### src/rtl/mic1_loader_pkg.sv
// Shared opcodes, reply bytes, reply lengths and FSM state encoding for the
// MIC-1 UART program loader.
package mic1_loader_pkg;

  localparam logic [7:0] CMD_W = 8'h57;
  localparam logic [7:0] CMD_R = 8'h52;
  localparam logic [7:0] CMD_G = 8'h47;
  localparam logic [7:0] CMD_H = 8'h48;
  localparam logic [7:0] CMD_C = 8'h43;
  localparam logic [7:0] ACK   = 8'h06;
  localparam logic [7:0] NAK   = 8'h15;

  localparam logic [2:0] LEN_ACK  = 3'd1;
  localparam logic [2:0] LEN_READ = 3'd4;

  typedef enum logic [2:0] {
    S_IDLE,
    S_ADDR,
    S_DATA,
    S_WRITE,
    S_READ,
    S_RWAIT,
    S_TX,
    S_TXWAIT
  } state_t;

endpackage

### src/rtl/loader_byte_sender.sv
// Sends up to four queued bytes MSB-first over the uart_tx start/busy handshake
// and pulses done once the last byte has left the transmitter.
module loader_byte_sender
  import mic1_loader_pkg::*;
(
  input  logic        clk,
  input  logic        resetn,
  input  logic        load,
  input  logic [31:0] load_data,
  input  logic [2:0]  load_len,
  input  logic        tx_busy,
  output logic        tx_start,
  output logic [7:0]  tx_data,
  output logic        done
);

  state_t      state;
  logic [31:0] queue;
  logic [2:0]  remaining;

  always_ff @(posedge clk) begin
    if (!resetn) begin
      state     <= S_IDLE;
      queue     <= '0;
      remaining <= '0;
      tx_start  <= 1'b0;
      tx_data   <= '0;
      done      <= 1'b0;
    end else begin
      done <= 1'b0;
      case (state)
        S_IDLE: if (load) begin
          tx_data   <= load_data[31:24];
          queue     <= {load_data[23:0], 8'h00};
          remaining <= load_len - 3'd1;
          tx_start  <= 1'b1;
          state     <= S_TX;
        end
        // tx_start stays up until the transmitter acknowledges by going busy
        S_TX: if (tx_busy) begin
          tx_start <= 1'b0;
          state    <= S_TXWAIT;
        end
        S_TXWAIT: if (!tx_busy) begin
          if (remaining == 3'd0) begin
            done  <= 1'b1;
            state <= S_IDLE;
          end else begin
            tx_data   <= queue[31:24];
            queue     <= {queue[23:0], 8'h00};
            remaining <= remaining - 3'd1;
            tx_start  <= 1'b1;
            state     <= S_TX;
          end
        end
        default: state <= S_IDLE;
      endcase
    end
  end

endmodule

### src/rtl/mic1_uart_loader.sv
// Host-side UART frame parser driving the MIC-1 main-memory external port and
// the CPU run line; replies go out through loader_byte_sender.
module mic1_uart_loader
  import mic1_loader_pkg::*;
#(
  parameter int   TIMEOUT_CYCLES = 1_000_000,
  parameter int   READ_LATENCY   = 1,
  parameter logic RUN_AT_RESET   = 1'b0
) (
  input  logic        clk,
  input  logic        resetn,
  input  logic        rx_valid,
  input  logic [7:0]  rx_data,
  output logic        tx_start,
  output logic [7:0]  tx_data,
  input  logic        tx_busy,
  output logic        mem_sel,
  output logic [31:0] mem_addr,
  output logic [31:0] mem_wdata,
  output logic        mem_wen,
  output logic        mem_ren,
  input  logic [31:0] mem_rdata,
  output logic        cpu_run,
  output logic        busy,
  output logic        frame_err
);

  localparam logic [31:0] TIMEOUT_LAST = 32'(TIMEOUT_CYCLES - 1);
  localparam logic [7:0]  RWAIT_LAST   = 8'(READ_LATENCY - 1);

  state_t      state;
  logic [1:0]  cnt;
  logic        is_write;
  logic        reject;
  logic [23:0] addr_sh;
  logic [23:0] data_sh;
  logic [31:0] addr_hold;
  logic [31:0] timer;
  logic [7:0]  rwait_cnt;
  logic        send_load;
  logic [31:0] send_data;
  logic [2:0]  send_len;
  logic        send_done;

  assign busy = (state != S_IDLE);

  // reject captures cpu_run at the command byte so a W/R started while running is consumed then NAKed
  always_ff @(posedge clk) begin
    if (!resetn) begin
      state     <= S_IDLE;
      cnt       <= '0;
      is_write  <= 1'b0;
      reject    <= 1'b0;
      addr_sh   <= '0;
      data_sh   <= '0;
      addr_hold <= '0;
      timer     <= '0;
      rwait_cnt <= '0;
      send_load <= 1'b0;
      send_data <= '0;
      send_len  <= '0;
      cpu_run   <= RUN_AT_RESET;
      mem_sel   <= !RUN_AT_RESET;
      frame_err <= 1'b0;
      mem_addr  <= '0;
      mem_wdata <= '0;
      mem_wen   <= 1'b0;
      mem_ren   <= 1'b0;
    end else begin
      mem_wen   <= 1'b0;
      mem_ren   <= 1'b0;
      send_load <= 1'b0;
      case (state)
        S_IDLE: if (rx_valid) begin
          cnt       <= '0;
          timer     <= '0;
          reject    <= cpu_run;
          send_len  <= LEN_ACK;
          send_data <= {ACK, 24'h0};
          case (rx_data)
            CMD_W, CMD_R: begin
              is_write <= (rx_data == CMD_W);
              state    <= S_ADDR;
            end
            CMD_G: begin
              cpu_run   <= 1'b1;
              mem_sel   <= 1'b0;
              send_load <= 1'b1;
              state     <= S_TX;
            end
            CMD_H: begin
              cpu_run   <= 1'b0;
              mem_sel   <= 1'b1;
              send_load <= 1'b1;
              state     <= S_TX;
            end
            CMD_C: begin
              frame_err <= 1'b0;
              send_load <= 1'b1;
              state     <= S_TX;
            end
            default: begin
              frame_err <= 1'b1;
              send_data <= {NAK, 24'h0};
              send_load <= 1'b1;
              state     <= S_TX;
            end
          endcase
        end
        S_ADDR: if (rx_valid) begin
          timer   <= '0;
          cnt     <= cnt + 2'd1;
          addr_sh <= {addr_sh[15:0], rx_data};
          if (cnt == 2'd3) begin
            addr_hold <= {addr_sh, rx_data};
            if (is_write) begin
              state <= S_DATA;
            end else if (reject) begin
              frame_err <= 1'b1;
              send_data <= {NAK, 24'h0};
              send_load <= 1'b1;
              state     <= S_TX;
            end else begin
              mem_addr <= {addr_sh, rx_data};
              mem_ren  <= 1'b1;
              state    <= S_READ;
            end
          end
        end else if (timer == TIMEOUT_LAST) begin
          frame_err <= 1'b1;
          state     <= S_IDLE;
        end else begin
          timer <= timer + 32'd1;
        end
        S_DATA: if (rx_valid) begin
          timer   <= '0;
          cnt     <= cnt + 2'd1;
          data_sh <= {data_sh[15:0], rx_data};
          if (cnt == 2'd3) begin
            if (reject) begin
              frame_err <= 1'b1;
              send_data <= {NAK, 24'h0};
              send_load <= 1'b1;
              state     <= S_TX;
            end else begin
              mem_addr  <= addr_hold;
              mem_wdata <= {data_sh, rx_data};
              mem_wen   <= 1'b1;
              state     <= S_WRITE;
            end
          end
        end else if (timer == TIMEOUT_LAST) begin
          frame_err <= 1'b1;
          state     <= S_IDLE;
        end else begin
          timer <= timer + 32'd1;
        end
        S_WRITE: begin
          send_data <= {ACK, 24'h0};
          send_len  <= LEN_ACK;
          send_load <= 1'b1;
          state     <= S_TX;
        end
        S_READ: begin
          rwait_cnt <= '0;
          state     <= S_RWAIT;
        end
        S_RWAIT: if (rwait_cnt == RWAIT_LAST) begin
          send_data <= mem_rdata;
          send_len  <= LEN_READ;
          send_load <= 1'b1;
          state     <= S_TX;
        end else begin
          rwait_cnt <= rwait_cnt + 8'd1;
        end
        S_TX: if (send_done) state <= S_IDLE;
        default: state <= S_IDLE;
      endcase
    end
  end

  loader_byte_sender u_sender (
    .clk       (clk),
    .resetn    (resetn),
    .load      (send_load),
    .load_data (send_data),
    .load_len  (send_len),
    .tx_busy   (tx_busy),
    .tx_start  (tx_start),
    .tx_data   (tx_data),
    .done      (send_done)
  );

endmodule

### config.mk
export PLATFORM = sky130hd
export DESIGN_NAME = mic1_uart_loader
export DESIGN_NICKNAME = d
export VERILOG_FILES = /design/src/rtl/mic1_loader_pkg.sv /design/src/rtl/loader_byte_sender.sv /design/src/rtl/mic1_uart_loader.sv
export SDC_FILE = /design/constraint.sdc
export NUM_CORES = 1
export LEC_CHECK = 0
export ABC_AREA = 1
export BUFFER_PORTS_ARGS = -buffer_cell sky130_fd_sc_hd__buf_4
export CAP_MARGIN = 10
export CORE_ASPECT_RATIO = 1.5
export CORE_UTILIZATION = 50
export CTS_BUF_LIST = sky130_fd_sc_hd__clkbuf_8 sky130_fd_sc_hd__clkbuf_16
export CTS_CLUSTER_DIAMETER = 30
export DETAILED_ROUTE_END_ITERATION = 8
export GPL_TIMING_DRIVEN = 0
export HOLD_SLACK_MARGIN = 0.03
export PLACE_DENSITY_LB_ADDON = 0.08
export SETUP_SLACK_MARGIN = 0.1
export SLEW_MARGIN = 20
export SYNTH_ARGS = -nofsm -noshare
export SYNTH_HDL_FRONTEND = slang
export SYNTH_SLANG_ARGS = --single-unit
export TNS_END_PERCENT = 30
### constraint.sdc
create_clock -name clk -period 2 [get_ports clk]
set_input_delay 0.1 -clock clk [delete_from_list [all_inputs] [get_ports clk]]
set_output_delay 0.1 -clock clk [all_outputs]
set_load 0.05 [all_outputs]
After elaboration in Yosys (flattened, before gate mapping). Index checks and enable logic that the tools add are counted.

Register bits: 280. Input bits: 44. Logic and storage cells: 200.

Add/subtract/negate cells: 5. Equal/unequal tests: 36. Mux-type cells: 89. Bitwise logic cells: 6. Reduce and logical (&&, ||, !) cells: 39.

Operators by type and width (count): 32-bit two-way mux (21); 32-bit one-hot mux with 2 select lines (3); 32-bit one-hot mux with 5 select lines (1); 3-bit two-way mux (20); 8-bit by 7-bit equality test with 1-bit output, second input constant (5); 32-bit by 1-bit adder with 32-bit output, second input constant (1); 32-bit by 20-bit equality test with 1-bit output, second input constant (1); 8-bit two-way mux (4); 8-bit one-hot mux with 2 select lines (2); 2-bit != test, second input constant (15); 29-bit two-way mux (1); 1-bit two-way mux (23); 3-bit one-hot mux with 7 select lines (1); 3-bit AND reduction (7); 3-bit one-hot mux with 3 select lines (2); 8-bit AND reduction (2); 3-bit equality test, second input constant (5); 3-bit != test, second input constant (4); 4-bit AND reduction (3); 3-bit nonzero test (4); 5-bit AND reduction (2); 2-bit nonzero test (5); 5-bit OR reduction (2); 3-bit logical NOT (3); other kinds (21) (38).

Logic depth before layout (Yosys ltp).
Depth in word-level cells: 5. Mapped depth: 12. Mapped depth without buffers: 11.

Cells and area by module. From an unflattened synthesis, not the netlist that was laid out.

Cells, all modules: 1751. Area total of the unflattened synthesis: 12152.9 um^2.

By module, submodules not included: mic1_uart_loader (times used 1, cells each 1417, area each 10053.4 um^2, seq. area each 4624.4 um^2); loader_byte_sender (times used 1, cells each 334, area each 2099.5 um^2, seq. area each 780.7 um^2).

Worst setup path after synthesis. OpenSTA, ideal clock, no wires.

Path kind: flip-flop to flip-flop. Start: reg state[0]. End: reg is_write. Setup time: 0.119 ns. Arrival time: 1.477 ns. Path slack: 0.403 ns. Stages on the path, launching flop included: 9. Period minus slack after synthesis: 1.597 ns. Cells stage by stage: dfxtp_1 > inv_2 > nand2_1 > nor2_2 > inv_1 > nor2_1 > nand2_1 > o21ai_0 > a21oi_1.

Cells in the longest elaborated chain, start to end: 2.

Ends and longest elaborated chain: from (decl) (line mic1_uart_loader.sv:31) `state_t state;`; from (signal assigned) (line mic1_uart_loader.sv:50) `state <= S_IDLE;`; from (signal assigned) (line mic1_uart_loader.sv:83) `state <= S_ADDR;`; from (signal assigned) (line mic1_uart_loader.sv:89) `state <= S_TX;`; 3-bit logical NOT (line mic1_uart_loader.sv:73) `case (state)`; 3-bit AND reduction (no line); to (signal assigned) (line mic1_uart_loader.sv:82) `is_write <= (rx_data == CMD_W);`; to (decl) (line mic1_uart_loader.sv:33) `logic is_write;`.

Every way passes these cells. A chain may end at the register's enable or synchronous reset.

Final worst setup path.
Start: reg state[1]. End: reg send_len[2].

Cells in the longest elaborated chain, start to end: 3. Elaborated cells between the ends (all ways): 8.

Ends and longest elaborated chain: 3-bit equality test, or another cell as far along (line mic1_uart_loader.sv:73); 2-bit != test (no line) or 3-bit nonzero test (tied branches); 3-bit AND reduction (no line); to (signal assigned) (line mic1_uart_loader.sv:61) `send_len <= '0;`; to (signal assigned) (line mic1_uart_loader.sv:78) `send_len <= LEN_ACK;`; to (signal assigned) (line mic1_uart_loader.sv:160) `send_len <= LEN_ACK;`; to (decl) (line mic1_uart_loader.sv:42) `logic [2:0] send_len;`.

Parallel ways exist; a longest one is shown, timed or not.

==> results.sh <==
export IMPL_dp_cells=2133
export IMPL_dpl_worst_slack_ns=-0.2146
export IMPL_synthesis_nets=1746
export IMPL_ant_nets=0
export IMPL_skew_ns=0.02169
export IMPL_final_cell_count_no_fill=2273
export IMPL_synthDistinctLibCells=38
export IMPL_fin_nets=1972
export IMPL_setup_tns_ns=0
export IMPL_tightest_slew_ns=0.9009
export IMPL_end_kind="flip-flop"
export IMPL_critPathLaunchType="flip-flop"
export IMPL_wl_um=36790
export IMPL_netlist_top_cells_count="nand2_1 (367), dfxtp_1 (270), nor2_1 (245)"
export IMPL_synthTopCellsByArea="dfxtp_1 (46%), nand2_1 (12%), o21ai_0 (9.5%)"
export IMPL_antenna_found_initial=0
export IMPL_async_flop_share_pct=0
export IMPL_seq_area_frac_synth_pct=45.84
export IMPL_syn_to_final_growth_pct=30.45
export IMPL_numClockSinks=270
export IMPL_drtIter0Drc=568
export IMPL_synthesis_instances=1697
export IMPL_numCtsBuffers=44
export IMPL_maxSlewHeadroom_pct=39.48
export IMPL_power_total_mw=19.32
export IMPL_htreeDepth=2
export IMPL_grt_pass1_vias=11570
export IMPL_cp_max_fo=8
export IMPL_path_class="reg -> reg"
export IMPL_utilization_pct=66.71
export IMPL_finalCritPeriodShare_pct=92.59
export IMPL_coreArea_um2=23060
export IMPL_setup_ws_ns=0.1482
export IMPL_synth_area_um2=11790
export IMPL_synth_flop_cell="dfxtp_1"
export IMPL_worstPathRequired_ns=2.47
export IMPL_postPlaceCellArea_um2=13090
export IMPL_synth_top_area_share_pct=45.84
export IMPL_yosysTopAreaCell="dfxtp_1"
export IMPL_via_per_inst=5.306
export IMPL_port_buffers=121
export IMPL_holdPathStages=5
export IMPL_power_leakage_nw=6.207
export IMPL_drive_gt1_share_pct=16.80
export IMPL_die_h_um=190.1
export IMPL_rsz0062_at_grt="yes"
export IMPL_regToRegSetupSlack_ns=0.15
export IMPL_grt_usage_pct=30.36
export IMPL_fin_area_um2=15380
export IMPL_synth_seq_cells=270
export IMPL_ir_worst_vdd_uv=967.1
export IMPL_remaining_drc_errors=0
export IMPL_max_cap_violations=0
export IMPL_worst_r2r_cell_count=10
export IMPL_hold_path_class="in -> reg"
export IMPL_n_antenna_cell=0
export IMPL_avgSynthCellArea_um2=6.948
export IMPL_grt_pass1_wl_um=57700
export IMPL_gp_congestion=0.9510
export IMPL_root_buffer="clkbuf_16"
export IMPL_yosysWarnings=0
export IMPL_synth_edff_count=0
export IMPL_synth_most_common_cell="nand2_1"
export IMPL_min_period_ns=1.852
export IMPL_initial_core_util_pct=51.14
export IMPL_grt_max_degree=15
export IMPL_crit_arrival_ns=2.32
export IMPL_tritoncts="done"
export IMPL_cellPowerDensity_nw_per_um2=1256
export IMPL_slew_viol_final=0
export IMPL_cts_buffer_depth=3
export IMPL_grt_overflow_total=0
export IMPL_fillCellCount=2064
export IMPL_rows=68
export IMPL_multi_input_area_um2=5540
export IMPL_die_area_um2=24210
export IMPL_clkTransAtPathRegs_ns=0.05
export IMPL_first_pass_iters=5
export IMPL_final_seq_area_um2=5411
export IMPL_vias=12060
export IMPL_setup_viol=0
export IMPL_dieWidth_um=127.4
export IMPL_fmax_ghz=0.5400
export IMPL_timing_final_hold_violations=0
export IMPL_clk_latency_ns=0.54
export IMPL_hold_ws_ns=0.08230
export IMPL_outcome="complete, no violations"
export IMPL_wl_per_cell_um=16.18
export IMPL_io_pins=123
export IMPL_place_hpwl_um=25770
## where the power goes
part / switching [mW] / total [mW] / internal [mW]
Sequential: 0.356 / 6.32 / 5.96
Combinational: 3.51 / 5.24 / 1.73
Clock: 2.77 / 7.76 / 4.99
Total: 6.63 / 19.3 / 12.7
## critical path: stages, from the launching register on
cell and delay (ns):
dfxtp_1 0.32, buf_6 0.15, inv_2 0.05, nand2_2 0.12, nor2_4 0.07, buf_4 0.16
inv_1 0.17, o21ai_0 0.21, o21ai_0 0.30, nand2_1 0.08, a21oi_1 0.13
## timing repair
item	in CTS	in global routing
buffers inserted	2	12
resized for setup	16	82
setup endpoints to repair	91	200
pin swaps	0	8
hold endpoints to repair	69	0
gates cloned	0	4
hold buffers	41	0
## routing by layer
metal | wire length (µm) | vias to the layer above | GRT usage (%)
li1 | - | 6004 | -
met1 | 14020 | 5550 | 33.09
met2 | 19120 | 398 | 55.72
met3 | 1881 | 109 | 4.331
met4 | 1774 | 0 | 17.08
met5 | 0 | - | 0
## cells by family after synthesis
logic type | count (synthesis) | share of synthesized area (%)
simple gates | 750 | 26.47
compound gates | 431 | 18.56
flops | 270 | 45.84
buf+inv | 239 | 8.446
fa+ha+maj | 5 | 0.5306
xor+xnor | 2 | 0.1486
## layout make-up
| type | count | share of cell area (%) |
|---|---|---|
| tap | 315 | 2.562 |
| multi-input combinational | 1189 | 36.02 |
| timing repair buffer | 179 | 9.484 |
| clock inverter | 34 | 2.456 |
| buffer | 91 | 3.172 |
| sequential | 270 | 35.18 |
| inverter | 148 | 3.628 |
| clock buffer | 47 | 7.500 |
## cell usage in the layout, fill, tap and decap left out, types with 4 or more instances in the layout
master and n:
clkbuf_1 36, dfxtp_1 265, nand4_1 27, bufinv_16 6, o21ai_0 207, o21bai_1 5
inv_1 137, o21ai_1 19, inv_2 13, dlygate4sd3_1 41, nor2_4 10, nor3_1 7
buf_1 4, clkbuf_2 13, buf_2 20, clkinvlp_4 7, buf_4 141, buf_6 8
a21oi_1 191, nor2_1 237, nand2_2 8, nand2_1 363, clkinv_4 5, clkbuf_16 45
clkinv_2 7, nor2_2 6, inv_6 5, dfxtp_2 5, clkbuf_4 5, nand3_1 70
## final timing paths
kind / end / start
setup reg to reg: send_len[2] / state[1]
hold / removal: send_data[25] / mem_rdata[25]
setup / recovery: send_len[2] / state[1]
hold reg to reg: mem_addr[21] / mem_addr[21]
## sequential cells by signal, indices dropped and copies added (netlist names), 8 cells and up
register	count
u_sender.queue	24
u_sender.tx_data	8
mem_wdata	32
data_sh	24
send_data	32
timer	32
addr_sh	24
addr_hold	32
rwait_cnt	8
mem_addr	32
(Power assumes the default switching activity.)
